**config.mk**
```make
export PLATFORM = sky130hd
export DESIGN_NAME = stack_context_unit
export DESIGN_NICKNAME = d
export VERILOG_FILES = /design/src/rtl/stack_context_unit_pkg.sv /design/src/rtl/stack_context_unit_stack_pointer.sv /design/src/rtl/stack_context_unit.sv
export SDC_FILE = /design/constraint.sdc
export NUM_CORES = 1
export LEC_CHECK = 0
export ABC_AREA = 1
export CAP_MARGIN = 20
export CORE_ASPECT_RATIO = 0.9
export CORE_MARGIN = 2
export CORE_UTILIZATION = 48
export CTS_BUF_LIST = sky130_fd_sc_hd__clkbuf_4 sky130_fd_sc_hd__clkbuf_8 sky130_fd_sc_hd__clkbuf_16
export CTS_CLUSTER_SIZE = 16
export DETAILED_ROUTE_END_ITERATION = 10
export GPL_TIMING_DRIVEN = 0
export HOLD_SLACK_MARGIN = 0.06
export PLACE_DENSITY = 0.84
export SYNTH_ARGS = -nofsm -noshare
export SYNTH_HDL_FRONTEND = slang
export SYNTH_SLANG_ARGS = --single-unit
```
**constraint.sdc**
```tcl
create_clock -name clk -period 1.82 [get_ports clk]
set_input_delay 0.182 -clock clk [delete_from_list [all_inputs] [get_ports clk]]
set_output_delay 0.182 -clock clk [all_outputs]
set_load 0.005 [all_outputs]
```
**src/rtl/stack_context_unit_pkg.sv**
```systemverilog
// -----------------------------------------------------------------------------
// stack_context_unit_pkg
// Purpose : shared definitions for the stack context unit: default stack
//           pointer start value, default flag width, FSM state encodings and
//           operation codes recorded when a request is accepted.
// Ports   : none (package)
// -----------------------------------------------------------------------------
package stack_context_unit_pkg;

  // Stack grows downward from here; a pop at this value is an underflow.
  localparam logic [31:0] SP_INIT_DEFAULT = 32'h000F_FFFF;
  localparam int          FLAGS_W_DEFAULT = 4;

  // Sequencer states
  localparam logic [3:0] ST_IDLE   = 4'd0;
  localparam logic [3:0] ST_PUSH_F = 4'd1;
  localparam logic [3:0] ST_PUSH_H = 4'd2;
  localparam logic [3:0] ST_PUSH_L = 4'd3;
  localparam logic [3:0] ST_RD_L   = 4'd4;
  localparam logic [3:0] ST_RD_H   = 4'd5;
  localparam logic [3:0] ST_RD_F   = 4'd6;
  localparam logic [3:0] ST_WB_H   = 4'd7;
  localparam logic [3:0] ST_WB_F   = 4'd8;

  // Operation accepted in IDLE; only RET vs RTI matters after RD_H.
  localparam logic [1:0] OP_INT  = 2'd0;
  localparam logic [1:0] OP_CALL = 2'd1;
  localparam logic [1:0] OP_RET  = 2'd2;
  localparam logic [1:0] OP_RTI  = 2'd3;

endpackage

```
**src/rtl/stack_context_unit_stack_pointer.sv**
```systemverilog
// -----------------------------------------------------------------------------
// stack_pointer
// Purpose : owns the stack pointer register. Decrements on a push, increments
//           on a pop (modulo 2^32), and latches a sticky underflow fault when
//           a pop is issued while the pointer still sits at its start value.
// Ports   : clk, rst      clock and synchronous active-high reset
//           i_inc         pop this cycle (SP <= SP + 1)
//           i_dec         push this cycle (SP <= SP - 1)
//           o_sp          current stack pointer
//           o_spPlus1     address of the top-of-stack word for a pop
//           o_fault       sticky underflow flag
// -----------------------------------------------------------------------------
module stack_pointer
  import stack_context_unit_pkg::*;
#(
  parameter logic [31:0] SP_INIT = SP_INIT_DEFAULT
) (
  input  logic        clk,
  input  logic        rst,
  input  logic        i_inc,
  input  logic        i_dec,
  output logic [31:0] o_sp,
  output logic [31:0] o_spPlus1,
  output logic        o_fault
);

  logic [31:0] r_sp;
  logic        r_fault;

  // Pointer update. The FSM never asks for inc and dec together, but inc
  // wins if it ever did. Wrap past either end of the address space is silent.
  always_ff @(posedge clk) begin
    if (rst) begin
      r_sp <= SP_INIT;
    end else if (i_inc) begin
      r_sp <= r_sp + 32'd1;
    end else if (i_dec) begin
      r_sp <= r_sp - 32'd1;
    end
  end

  // Underflow is judged on the pointer value before the pop moves it, and
  // stays set until reset so software can find it after the fact.
  always_ff @(posedge clk) begin
    if (rst) begin
      r_fault <= 1'b0;
    end else if (i_inc && (r_sp == SP_INIT)) begin
      r_fault <= 1'b1;
    end
  end

  assign o_sp      = r_sp;
  assign o_spPlus1 = r_sp + 32'd1;
  assign o_fault   = r_fault;

endmodule

```
**src/rtl/stack_context_unit.sv**
```systemverilog
// -----------------------------------------------------------------------------
// stack_context_unit
// Purpose : memory-stage responder that saves PC (two 16-bit halves) and
//           flags to the data-memory stack on interrupt entry / CALL, and
//           restores them on RET / RTI, strobing the fetch PC halves and the
//           flag register. Holds the pipeline with busy while sequencing.
// Ports   : clk, rst                      clock, synchronous active-high reset
//           push_flags_pc, call_req,      request pulses, accepted only in
//           ret_req, rti_req              IDLE (rti > ret > int > call)
//           pc_in, flags_in               context captured on accept
//           mem_rdata                     read data, one cycle after mem_read
//           mem_addr, mem_wdata,          stack memory access
//           mem_write, mem_read
//           return_address,               restored PC half and which half
//           write_pc_low, write_pc_high
//           flags_out, write_flags        restored flags and load strobe
//           busy, sp, stack_fault         status
// -----------------------------------------------------------------------------
module stack_context_unit
  import stack_context_unit_pkg::*;
#(
  parameter logic [31:0] SP_INIT = SP_INIT_DEFAULT,
  parameter int          FLAGS_W = FLAGS_W_DEFAULT
) (
  input  logic               clk,
  input  logic               rst,
  input  logic               push_flags_pc,
  input  logic               call_req,
  input  logic               ret_req,
  input  logic               rti_req,
  input  logic [31:0]        pc_in,
  input  logic [FLAGS_W-1:0] flags_in,
  input  logic [15:0]        mem_rdata,
  output logic [31:0]        mem_addr,
  output logic [15:0]        mem_wdata,
  output logic               mem_write,
  output logic               mem_read,
  output logic [15:0]        return_address,
  output logic               write_pc_low,
  output logic               write_pc_high,
  output logic [FLAGS_W-1:0] flags_out,
  output logic               write_flags,
  output logic               busy,
  output logic [31:0]        sp,
  output logic               stack_fault
);

  logic [3:0]         r_state;
  logic [1:0]         r_op;
  logic [31:0]        r_pc;
  logic [FLAGS_W-1:0] r_flags;

  logic [3:0]  w_stateNext;
  logic        w_accept;
  logic [1:0]  w_acceptOp;
  logic        w_pushing;
  logic        w_popRead;
  logic [31:0] w_sp;
  logic [31:0] w_spPlus1;
  logic        w_fault;

  assign w_pushing = (r_state == ST_PUSH_F) || (r_state == ST_PUSH_H) ||
                     (r_state == ST_PUSH_L);
  assign w_popRead = (r_state == ST_RD_L) || (r_state == ST_RD_H) ||
                     (r_state == ST_RD_F);

  stack_pointer #(
    .SP_INIT (SP_INIT)
  ) u_stackPointer (
    .clk       (clk),
    .rst       (rst),
    .i_inc     (w_popRead),
    .i_dec     (w_pushing),
    .o_sp      (w_sp),
    .o_spPlus1 (w_spPlus1),
    .o_fault   (w_fault)
  );

  // Request arbitration. Only meaningful in IDLE; anything raised while a
  // sequence is running, or losing to a higher-priority request, is dropped.
  always_comb begin
    w_accept   = 1'b1;
    w_acceptOp = OP_CALL;
    if (rti_req) begin
      w_acceptOp = OP_RTI;
    end else if (ret_req) begin
      w_acceptOp = OP_RET;
    end else if (push_flags_pc) begin
      w_acceptOp = OP_INT;
    end else if (call_req) begin
      w_acceptOp = OP_CALL;
    end else begin
      w_accept = 1'b0;
    end
  end

  // Sequencer. Each state is exactly one cycle; the only branch after
  // accept is RD_H, where RTI goes on to fetch the flags word.
  always_comb begin
    w_stateNext = r_state;
    case (r_state)
      ST_IDLE: begin
        if (w_accept) begin
          case (w_acceptOp)
            OP_INT:  w_stateNext = ST_PUSH_F;
            OP_CALL: w_stateNext = ST_PUSH_H;
            default: w_stateNext = ST_RD_L;
          endcase
        end
      end
      ST_PUSH_F: w_stateNext = ST_PUSH_H;
      ST_PUSH_H: w_stateNext = ST_PUSH_L;
      ST_PUSH_L: w_stateNext = ST_IDLE;
      ST_RD_L:   w_stateNext = ST_RD_H;
      ST_RD_H:   w_stateNext = (r_op == OP_RTI) ? ST_RD_F : ST_WB_H;
      ST_RD_F:   w_stateNext = ST_WB_F;
      ST_WB_H:   w_stateNext = ST_IDLE;
      ST_WB_F:   w_stateNext = ST_IDLE;
      default:   w_stateNext = ST_IDLE;
    endcase
  end

  // State and context capture. PC and flags are frozen at accept so that
  // fetch may move on while the words are still being written.
  always_ff @(posedge clk) begin
    if (rst) begin
      r_state <= ST_IDLE;
      r_op    <= OP_INT;
      r_pc    <= 32'd0;
      r_flags <= '0;
    end else begin
      r_state <= w_stateNext;
      if ((r_state == ST_IDLE) && w_accept) begin
        r_op    <= w_acceptOp;
        r_pc    <= pc_in;
        r_flags <= flags_in;
      end
    end
  end

  // Push data per state; flags are zero-extended into a full stack word.
  always_comb begin
    mem_wdata = 16'd0;
    case (r_state)
      ST_PUSH_F: mem_wdata = {{(16-FLAGS_W){1'b0}}, r_flags};
      ST_PUSH_H: mem_wdata = r_pc[31:16];
      ST_PUSH_L: mem_wdata = r_pc[15:0];
      default:   mem_wdata = 16'd0;
    endcase
  end

  // Moore output decode. A read state's data arrives in the following
  // state, so each PC/flag strobe lags its read by one cycle.
  assign mem_write      = w_pushing;
  assign mem_read       = w_popRead;
  assign mem_addr       = w_pushing ? w_sp : (w_popRead ? w_spPlus1 : 32'd0);
  assign write_pc_low   = (r_state == ST_RD_H);
  assign write_pc_high  = (r_state == ST_RD_F) || (r_state == ST_WB_H);
  assign write_flags    = (r_state == ST_WB_F);
  assign return_address = (write_pc_low || write_pc_high) ? mem_rdata : 16'd0;
  assign flags_out      = mem_rdata[FLAGS_W-1:0];
  assign busy           = (r_state != ST_IDLE);
  assign sp             = w_sp;
  assign stack_fault    = w_fault;

endmodule

```
==> out/results.txt, run 1 <==
Post-synthesis instance total - 969
Clock buffer count from CTS - 9
Area share of the largest cell type after synthesis - 0.270
I/O Buffers - 164
Synth top area cells - dfxtp_1 (27%), nand2_1 (22%), nor2_1 (9.5%), nand3_1 (7.2%), inv_1 (5.8%)
Status - stopped before the end
Initial Utilization - 0.490
HPWL Detailed - 15,500 um
Synthesis-stage register bit count - 75
CTS sink cnt - 75
Largest net degree at the start of global routing - 17
Post-CTS Hold Buffers - 0
Distinct cells, synth - 38
Worst endpoint type - output port
Row count - 37
Worst setup endpoint GRT - mem_addr[17]
Ys async rst share - 0
Root Buffer - clkbuf_16
Post-synth EDFFs - 0
Syn_nets - 1,029
Htree depth - 3
Ys Warns - 0
Die height - 106 um
Post-synth top flop - dfxtp_1
Sequential element share of the synthesized area - 0.270
GRT overflow - 24
Post-Syn Area - 5560 um^2
Syn_area_per_cell - 5.74 um^2
GP Congestion - 0.981
Die X - 117 um
Total GRT Usage - 0.761
Err - [ERROR GRT-0232] Routing congestion too high. Check the congestion heatmap in the GUI.
I/O pins - 165
Max Buffers Root-to-Sink - 2
Stopped at - global routing (5_1_grt)
Area leader, netlist - dfxtp_1
[through the flow]
step / instances / setup slack (ns) / area, um^2
after floorplan: 969 / 0.244 / 5560
after global placement: 1289 / -0.551 / 7400
after detailed placement: 1289 / -0.588 / 7400
after CTS: 1403 / -0.236 / 9170
[cell usage after synthesis (11+ instances only)]
library cell,count
nand4_1,12
nor2_2,13
a21oi_1,56
buf_4,12
inv_1,86
buf_2,23
nand3_1,80
nor2_1,140
clkbuf_1,14
o21ai_0,60
dfxtp_1,75
a32o_1,11
nand2_1,322
[metal layers]
| layer | GRT overflow | track usage |
|---|---|---|
| met5 | 0 | 0.233 |
| met4 | 8 | 0.734 |
| met3 | 0 | 0.627 |
| met2 | 14 | 0.936 |
| met1 | 2 | 0.756 |
[kinds of logic after synthesis]
| kind of cell | synth area share |
|---|---|
| DFF | 0.270 |
| and+or+nand+nor | 0.450 |
| buffers and inverters | 0.120 |
| adders and majority gates | 0.00450 |
| xor gates and xnor gates | 0.00473 |
| AOI/OAI and AO/OA | 0.151 |
[what timing repair did]
item	CTS
buffers inserted	99
pin swaps	59
resized for setup	445
cloned	1
setup endpoints to repair	72
==> inputs of run 2 (changes only) <==
CORE_ASPECT_RATIO = unset   (was 0.9)
CORE_UTILIZATION = 35   (was 48)
CTS_BUF_LIST = unset   (was sky130_fd_sc_hd__clkbuf_4 sky130_fd_sc_hd__clkbuf_8 sky130_fd_sc_hd__clkbuf_16)
CTS_CLUSTER_SIZE = unset   (was 16)
HOLD_SLACK_MARGIN = unset   (was 0.06)
PLACE_DENSITY = unset   (was 0.84)
PLACE_DENSITY_LB_ADDON = 0.15   (was unset)
==> run 2 against run 1 <==
Compared with the run above: the flow now finishes, with violations (negative setup slack); synthesized cell count is the same; area after synthesis unchanged.
==> out/results.txt, run 2 <==
Row count - 46
Vias in the first global route - 7,286
Total GRT Usage - 0.290
Clock buffer count from CTS - 9
Area leader, netlist - dfxtp_1
Startpoint types - flop
GP Congestion - 0.921
Fmax - 465 MHz
Area grow syn2layout - 85.6%
Root Buffer - clkbuf_16
Crit path top cell by count - o21ai_2
WL/cell - 18.9 um
Synthesis-stage register bit count - 75
Maxcap violations - 0
Distinct cells, synth - 38
Worst Tran Pin Value - 0.948 ns
Placed Instances - 1,349
Slew Viols, Final - 0
CTS sink cnt - 75
Ys async rst share - 0
Final cell count without fillers - 1,508
Status - finished, violations left
Fin crit period - 2.15 ns
Drt pass-1 iters - 8
Bufs and invs on worst path - 4
DP Worst Slack - -0.653 ns
Worst Path Max Fanout - 5
Synth top area cells - dfxtp_1 (27%), nand2_1 (22%), nor2_1 (9.5%), nand3_1 (7.2%), inv_1 (5.8%)
Final cycle utilization of the critical path - 1.18
Vias per inst - 5.51
Failing checks - negative setup slack
WP data required - 1.64 ns
Area share of the largest cell type after synthesis - 0.270
Iter 0 DRT Violations - 770
Hold Path Class - in -> reg
Worst path depth - 10
GRT overflow - 0
Worst-skew pair later-pin latency - 0.36 ns
I/O Buffers - 164
RSZ-0062 raised after global routing - yes
Largest stage delay, worst path - 0.39 ns
Sequential element share of the synthesized area - 0.270
Fin Setup TNS - -7.70 ns
Reg2reg start - u_stackPointer.o_sp[5]$_SDFFE_PP1P_
Leak Pwr - 4.66 nW
CP Capture Type - output port
CORE AREA - 15,700 um^2
Antenna cells - 0
Critical-path top delay cell - dfxtp_4
Antenna violations before repair - 0
Setup crit start - u_stackPointer.o_sp[0]$_SDFFE_PP1P_
Max Buffers Root-to-Sink - 2
Syn_nets - 1,029
Commonest cells post-synth - nand2_1 (322), nor2_1 (140), inv_1 (86)
CP top delay family - buffers and inverters
Initial Utilization - 0.354
PwrDens - 1920 nW/um^2
Worst reg2reg path endpoint - u_stackPointer.o_sp[31]$_SDFFE_PP0P_
Most frequent cell after synthesis - nand2_1
Critical Path AT - 1.97 ns
R2R Setup Slk - -0.30 ns
Final hold vios - 0
Largest net degree at the start of global routing - 14
Htree depth - 3
Drt drc - 0
Ratio of cells with drive above 1 in the final layout - 0.409
Critical Path End - mem_addr[16]
Worst-path cell chain - ha_4 > buf_4 > buf_6 > nand3_4 > inv_4 > nand2_8 > o21ai_2 > nand3_2 > o21ai_2 > buf_2
Ys Warns - 0
FILL cells - 1,315
Register-to-Register Path Depth - 17
Power, Total - 0.0199 W
CTS tree - done
Storage element area - 1580 um^2
HPWL Detailed - 16,100 um
VDD IR max - 0.000815 V
Detailed Route WL - 28,500 um
Clock skew - 0.0139 ns
WHS - 0.385 ns
I/O pins - 165
Post-Syn Area - 5560 um^2
Die height - 130 um
Clock Pin Slew Worst Setup and Hold Paths - 0.07 ns
Post-CTS Hold Buffers - 0
Post-synth EDFFs - 0
Slew HR - 0.368
Syn_area_per_cell - 5.74 um^2
Commonest non-fill, non-tap cell in the layout - nand2_1
Kind of critical path - reg -> out
Post-DRT Antenna Nets - 0
Final WS setup - -0.331 ns
Layout net count - 1,347
Final setup fails - 44
Die X - 130 um
Die area - 16,900 um^2
DR vias - 8,303
Multi-input gate area - 4530 um^2
First-pass GRT wire length - 37,900 um
Commonest non-fill, non-tap cells in the layout - nand2_1 (242), buf_4 (108), clkdlybuf4s50_1 (95)
Post-synth top flop - dfxtp_1
Post-synthesis instance total - 969
==> run 2: cell counts after synthesis <==
No cell type changed its count.
==> run 2: cell families after synthesis <==
kind of cell	Yosys count	synth area share
AND/OR/NAND/NOR	592	0.450
flip-flops	75	0.270
buffers and inverters	148	0.120
XOR/XNOR	3	0.00473
AO/OA/AOI/OAI	149	0.151
adder cells (fa/ha/maj)	2	0.00450
==> run 2: routing by layer <==
layer,track usage,vias to the layer above,part of all wire
met1,0.350,3733,0.35
li1,-,3748,-
met5,0,-,0
met4,0.170,0,0.078
met2,0.484,603,0.46
met3,0.0549,219,0.11
==> run 2: how the worst min path moves through the flow <==
stage | from | to | slack, ns | depth (start not counted)
3_5_place_dp | u_stackPointer.o_fault$_SDFFE_PP0P_ | u_stackPointer.o_fault$_SDFFE_PP0P_ | 0.44 | 2
3_3_place_gp | u_stackPointer.o_fault$_SDFFE_PP0P_ | u_stackPointer.o_fault$_SDFFE_PP0P_ | 0.44 | 2
2_1_floorplan | rti_req | r_op[0]$_SDFFE_PP0P_ | 0.32 | 2
6_report | pc_in[1] | r_pc[1]$_SDFFE_PP0P_ | 0.38 | 3
4_1_cts | pc_in[23] | r_pc[23]$_SDFFE_PP0P_ | 0.39 | 3
5_1_grt | pc_in[14] | r_pc[14]$_SDFFE_PP0P_ | 0.40 | 3
==> run 2: power by group <==
group / switching (W) / internal (W) / total, W / leakage, nW
sequential: 0.000745 / 0.00238 / 0.00312 / 0.623
clock: 0.000835 / 0.00107 / 0.00191 / 0.136
combinational: 0.00839 / 0.00644 / 0.0148 / 3.90
total: 0.00997 / 0.00989 / 0.0199 / 4.66
==> run 2: final cells by class <==
| class | count | share of cell area |
|---|---|---|
| multi-input combinational | 746 | 0.439 |
| timing repair buffer | 313 | 0.264 |
| sequential | 75 | 0.153 |
| buffer | 52 | 0.0510 |
| inverter | 90 | 0.0378 |
| tap | 216 | 0.0262 |
| clock buffer | 11 | 0.0226 |
| clock inverter | 5 | 0.00606 |
==> run 2: repair_timing <==
item,CTS,global route
cloned,0,4
setup endpoints to repair,78,91
gates resized for setup,512,211
setup buffers,106,44
pin swaps,66,81
==> run 2: metrics by stage <==
stage | utilization | area [um^2]
2_1_floorplan | - | 5560
3_3_place_gp | 0.476 | 7470
3_5_place_dp | 0.476 | 7470
4_1_cts | 0.607 | 9540
5_1_grt | 0.657 | 10300
6_report | 0.657 | 10300
==> run 2: worst register-to-register path, stage by stage (launching register included) <==
cell	delay (ns)
dfxtp_2	0.34
buf_6	0.12
nand2_4	0.08
nor2_4	0.13
buf_6	0.14
nand2_8	0.07
nor2_4	0.16
nand3_2	0.09
nand2_2	0.08
nand2_2	0.06
buf_4	0.14
buf_4	0.13
buf_4	0.13
buf_4	0.12
buf_4	0.12
nand2_1	0.05
nor2_1	0.04
nor2_1	0.07
No activity file was read; power rests on OpenSTA's default activity.
==> inputs of run 3 (changes only) <==
CELL_PAD_IN_SITES_DETAIL_PLACEMENT = 0   (was unset)
CELL_PAD_IN_SITES_GLOBAL_PLACEMENT = 1   (was unset)
CORE_UTILIZATION = 32   (was 35)
==> run 3 against run 2 <==
Compared with the run above: the run still ends with negative setup slack left; first-iteration DRC count shrank 33%; sequential power decreased by 1%; largest cell class unchanged; via count decreased by 4.7%.
==> out/results.txt, run 3 (synthesis results as in run 2) <==
Status - finished, violations left
Failing checks - negative setup slack
Power, Total - 0.0200 W
Drt drc - 0
Area grow syn2layout - 88.8%
Final cell count without fillers - 1,536
Sw frac - 0.477
Maxcap violations - 0
Die height - 136 um
Antenna cells - 0
Startpoint types - flop
DR vias - 7,909
Comb pwr share - 0.736
Final cycle utilization of the critical path - 1.17
GRT overflow - 0
Sw Pwr - 0.00955 W
Critical-path top delay cell - dfxtp_4
Vias in the first global route - 7,261
Slew HR - 0.444
Layout net count - 1,366
Worst Path Max Fanout - 4
Final hold vios - 0
GP Congestion - 0.896
Placed Instances - 1,358
I/O pins - 165
VDD IR max - 0.000839 V
Worst-path cell chain - ha_4 > nand2_4 > nor2_4 > nand2_4 > nor2_4 > buf_6 > nand3_2 > nand3_2 > buf_4 > o21ai_2 > buf_2
Bufs and invs on worst path - 3
CP Capture Type - output port
Htree depth - 3
Worst-skew pair later-pin latency - 0.36 ns
Power Internal - 0.0105 W
Slew Viols, Final - 0
Post-CTS Hold Buffers - 0
Vias per inst - 5.15
Detailed Route WL - 27,400 um
Drt pass-1 iters - 5
Die area - 18,400 um^2
Leak Pwr - 4.94 nW
Final setup fails - 29
WP data required - 1.64 ns
Seq pwr share - 0.154
Fmax - 470 MHz
Hold Path Class - in -> reg
HPWL Detailed - 17,100 um
Commonest non-fill, non-tap cells in the layout - nand2_1 (263), buf_4 (124), clkdlybuf4s50_1 (95)
CP top delay family - simple AND/OR/NAND/NOR gates
Total GRT Usage - 0.277
Initial Utilization - 0.325
Final WS setup - -0.307 ns
I/O Buffers - 164
Worst Tran Pin Value - 0.835 ns
DP Worst Slack - -0.717 ns
Largest stage delay, worst path - 0.37 ns
Largest net degree at the start of global routing - 15
Iter 0 DRT Violations - 514
Clock skew - 0.0132 ns
PwrDens - 1910 nW/um^2
Critical Path AT - 1.95 ns
CORE AREA - 17,100 um^2
CTS tree - done
Clock Pin Slew Worst Setup and Hold Paths - 0.07 ns
RSZ-0062 raised after global routing - yes
Die X - 136 um
Fin crit period - 2.13 ns
Kind of critical path - reg -> out
Clock buffer count from CTS - 9
Ratio of cells with drive above 1 in the final layout - 0.402
Post-DRT Antenna Nets - 0
Antenna violations before repair - 0
CTS sink cnt - 75
Max Buffers Root-to-Sink - 2
Commonest non-fill, non-tap cell in the layout - nand2_1
First-pass GRT wire length - 38,900 um
WL/cell - 17.8 um
Row count - 48
Clock network power share - 0.111
Root Buffer - clkbuf_16
[run 3: changes by cell type in the layout (fill, tap and decap cells not counted), moves of 5 or more]
cell	before	now
nand2_1	242	263
nand2_2	55	38
buf_4	108	124
o21ai_2	19	29
dlygate4sd2_1	17	8
buf_2	45	51
clkbuf_2	12	6
dlymetal6s2s_1	1	7
o21ai_4	7	1
nand3_2	23	18
o21ai_1	14	9
[run 3: path summary, 6_finish.rpt]
kind,from,to,slack (ns),depth (start not counted)
max,u_stackPointer.o_sp[1]$_SDFFE_PP1P_,mem_addr[18],-0.31,11
min reg2reg,u_stackPointer.o_fault$_SDFFE_PP0P_,u_stackPointer.o_fault$_SDFFE_PP0P_,0.47,2
max reg2reg,u_stackPointer.o_sp[1]$_SDFFE_PP1P_,u_stackPointer.o_sp[18]$_SDFFE_PP1P_,-0.25,16
min,pc_in[16],r_pc[16]$_SDFFE_PP0P_,0.38,3
[run 3: area by class of cell]
type	count	area [um^2]
fillers	1567	6620
multi-input cells	746	4420
repair buffers	331	2950
flip-flops and latches	75	1580
plain buffers	53	537
inverters	90	393
well taps	225	282
clock buffers	9	225
clock inverters	7	124
[run 3: layer usage]
| layer | share of wire | track usage | vias up | routed length, um |
|---|---|---|---|---|
| li1 | - | - | 3789 | - |
| met1 | 0.39 | 0.331 | 3640 | 10800 |
| met2 | 0.48 | 0.479 | 378 | 13200 |
| met3 | 0.072 | 0.0529 | 102 | 1960 |
| met4 | 0.052 | 0.131 | 0 | 1420 |
| met5 | 0 | 0 | - | 0 |
[run 3: stage by stage]
step / hold WS, ns / util / setup TNS [ns] / cell area (um^2)
floorplan: 0.324 / - / 0 / 5560
global placement: 0.439 / 0.437 / -30.08 / 7480
detailed placement: 0.453 / 0.437 / -29.17 / 7480
CTS: 0.382 / 0.573 / -4.87 / 9810
global route: 0.384 / 0.613 / -8.27 / 10500
finish: 0.382 / 0.613 / -5.45 / 10500
[run 3: tightest hold or removal path, stage by stage]
cell,delay (ns)
clkdlybuf4s50_1,0.39
nand2_1,0.06
a21oi_1,0.05
[run 3: power by group through the flow]
stage,Combinational [W],Clock (W),Sequential [W]
6_report,0.0147,0.00222,0.00308
5_1_grt,0.0156,0.00229,0.00315
3_3_place_gp,0.00898,0,0.00282
2_1_floorplan,0.00503,0,0.00272
3_5_place_dp,0.00897,0,0.00283
4_1_cts,0.0129,0.00223,0.00298
[run 3: what timing repair did]
item | in CTS | in global routing
endpoints found under the setup margin | 85 | 77
cloned | 3 | 0
setup buffers | 127 | 42
gates resized for setup | 532 | 168
pin swaps | 77 | 73
==> inputs of run 4 (changes only) <==
CTS_CLUSTER_DIAMETER = 80   (was unset)
==> results of run 4 <==
Final layout, timing and power as in run 3 (identical DEF).
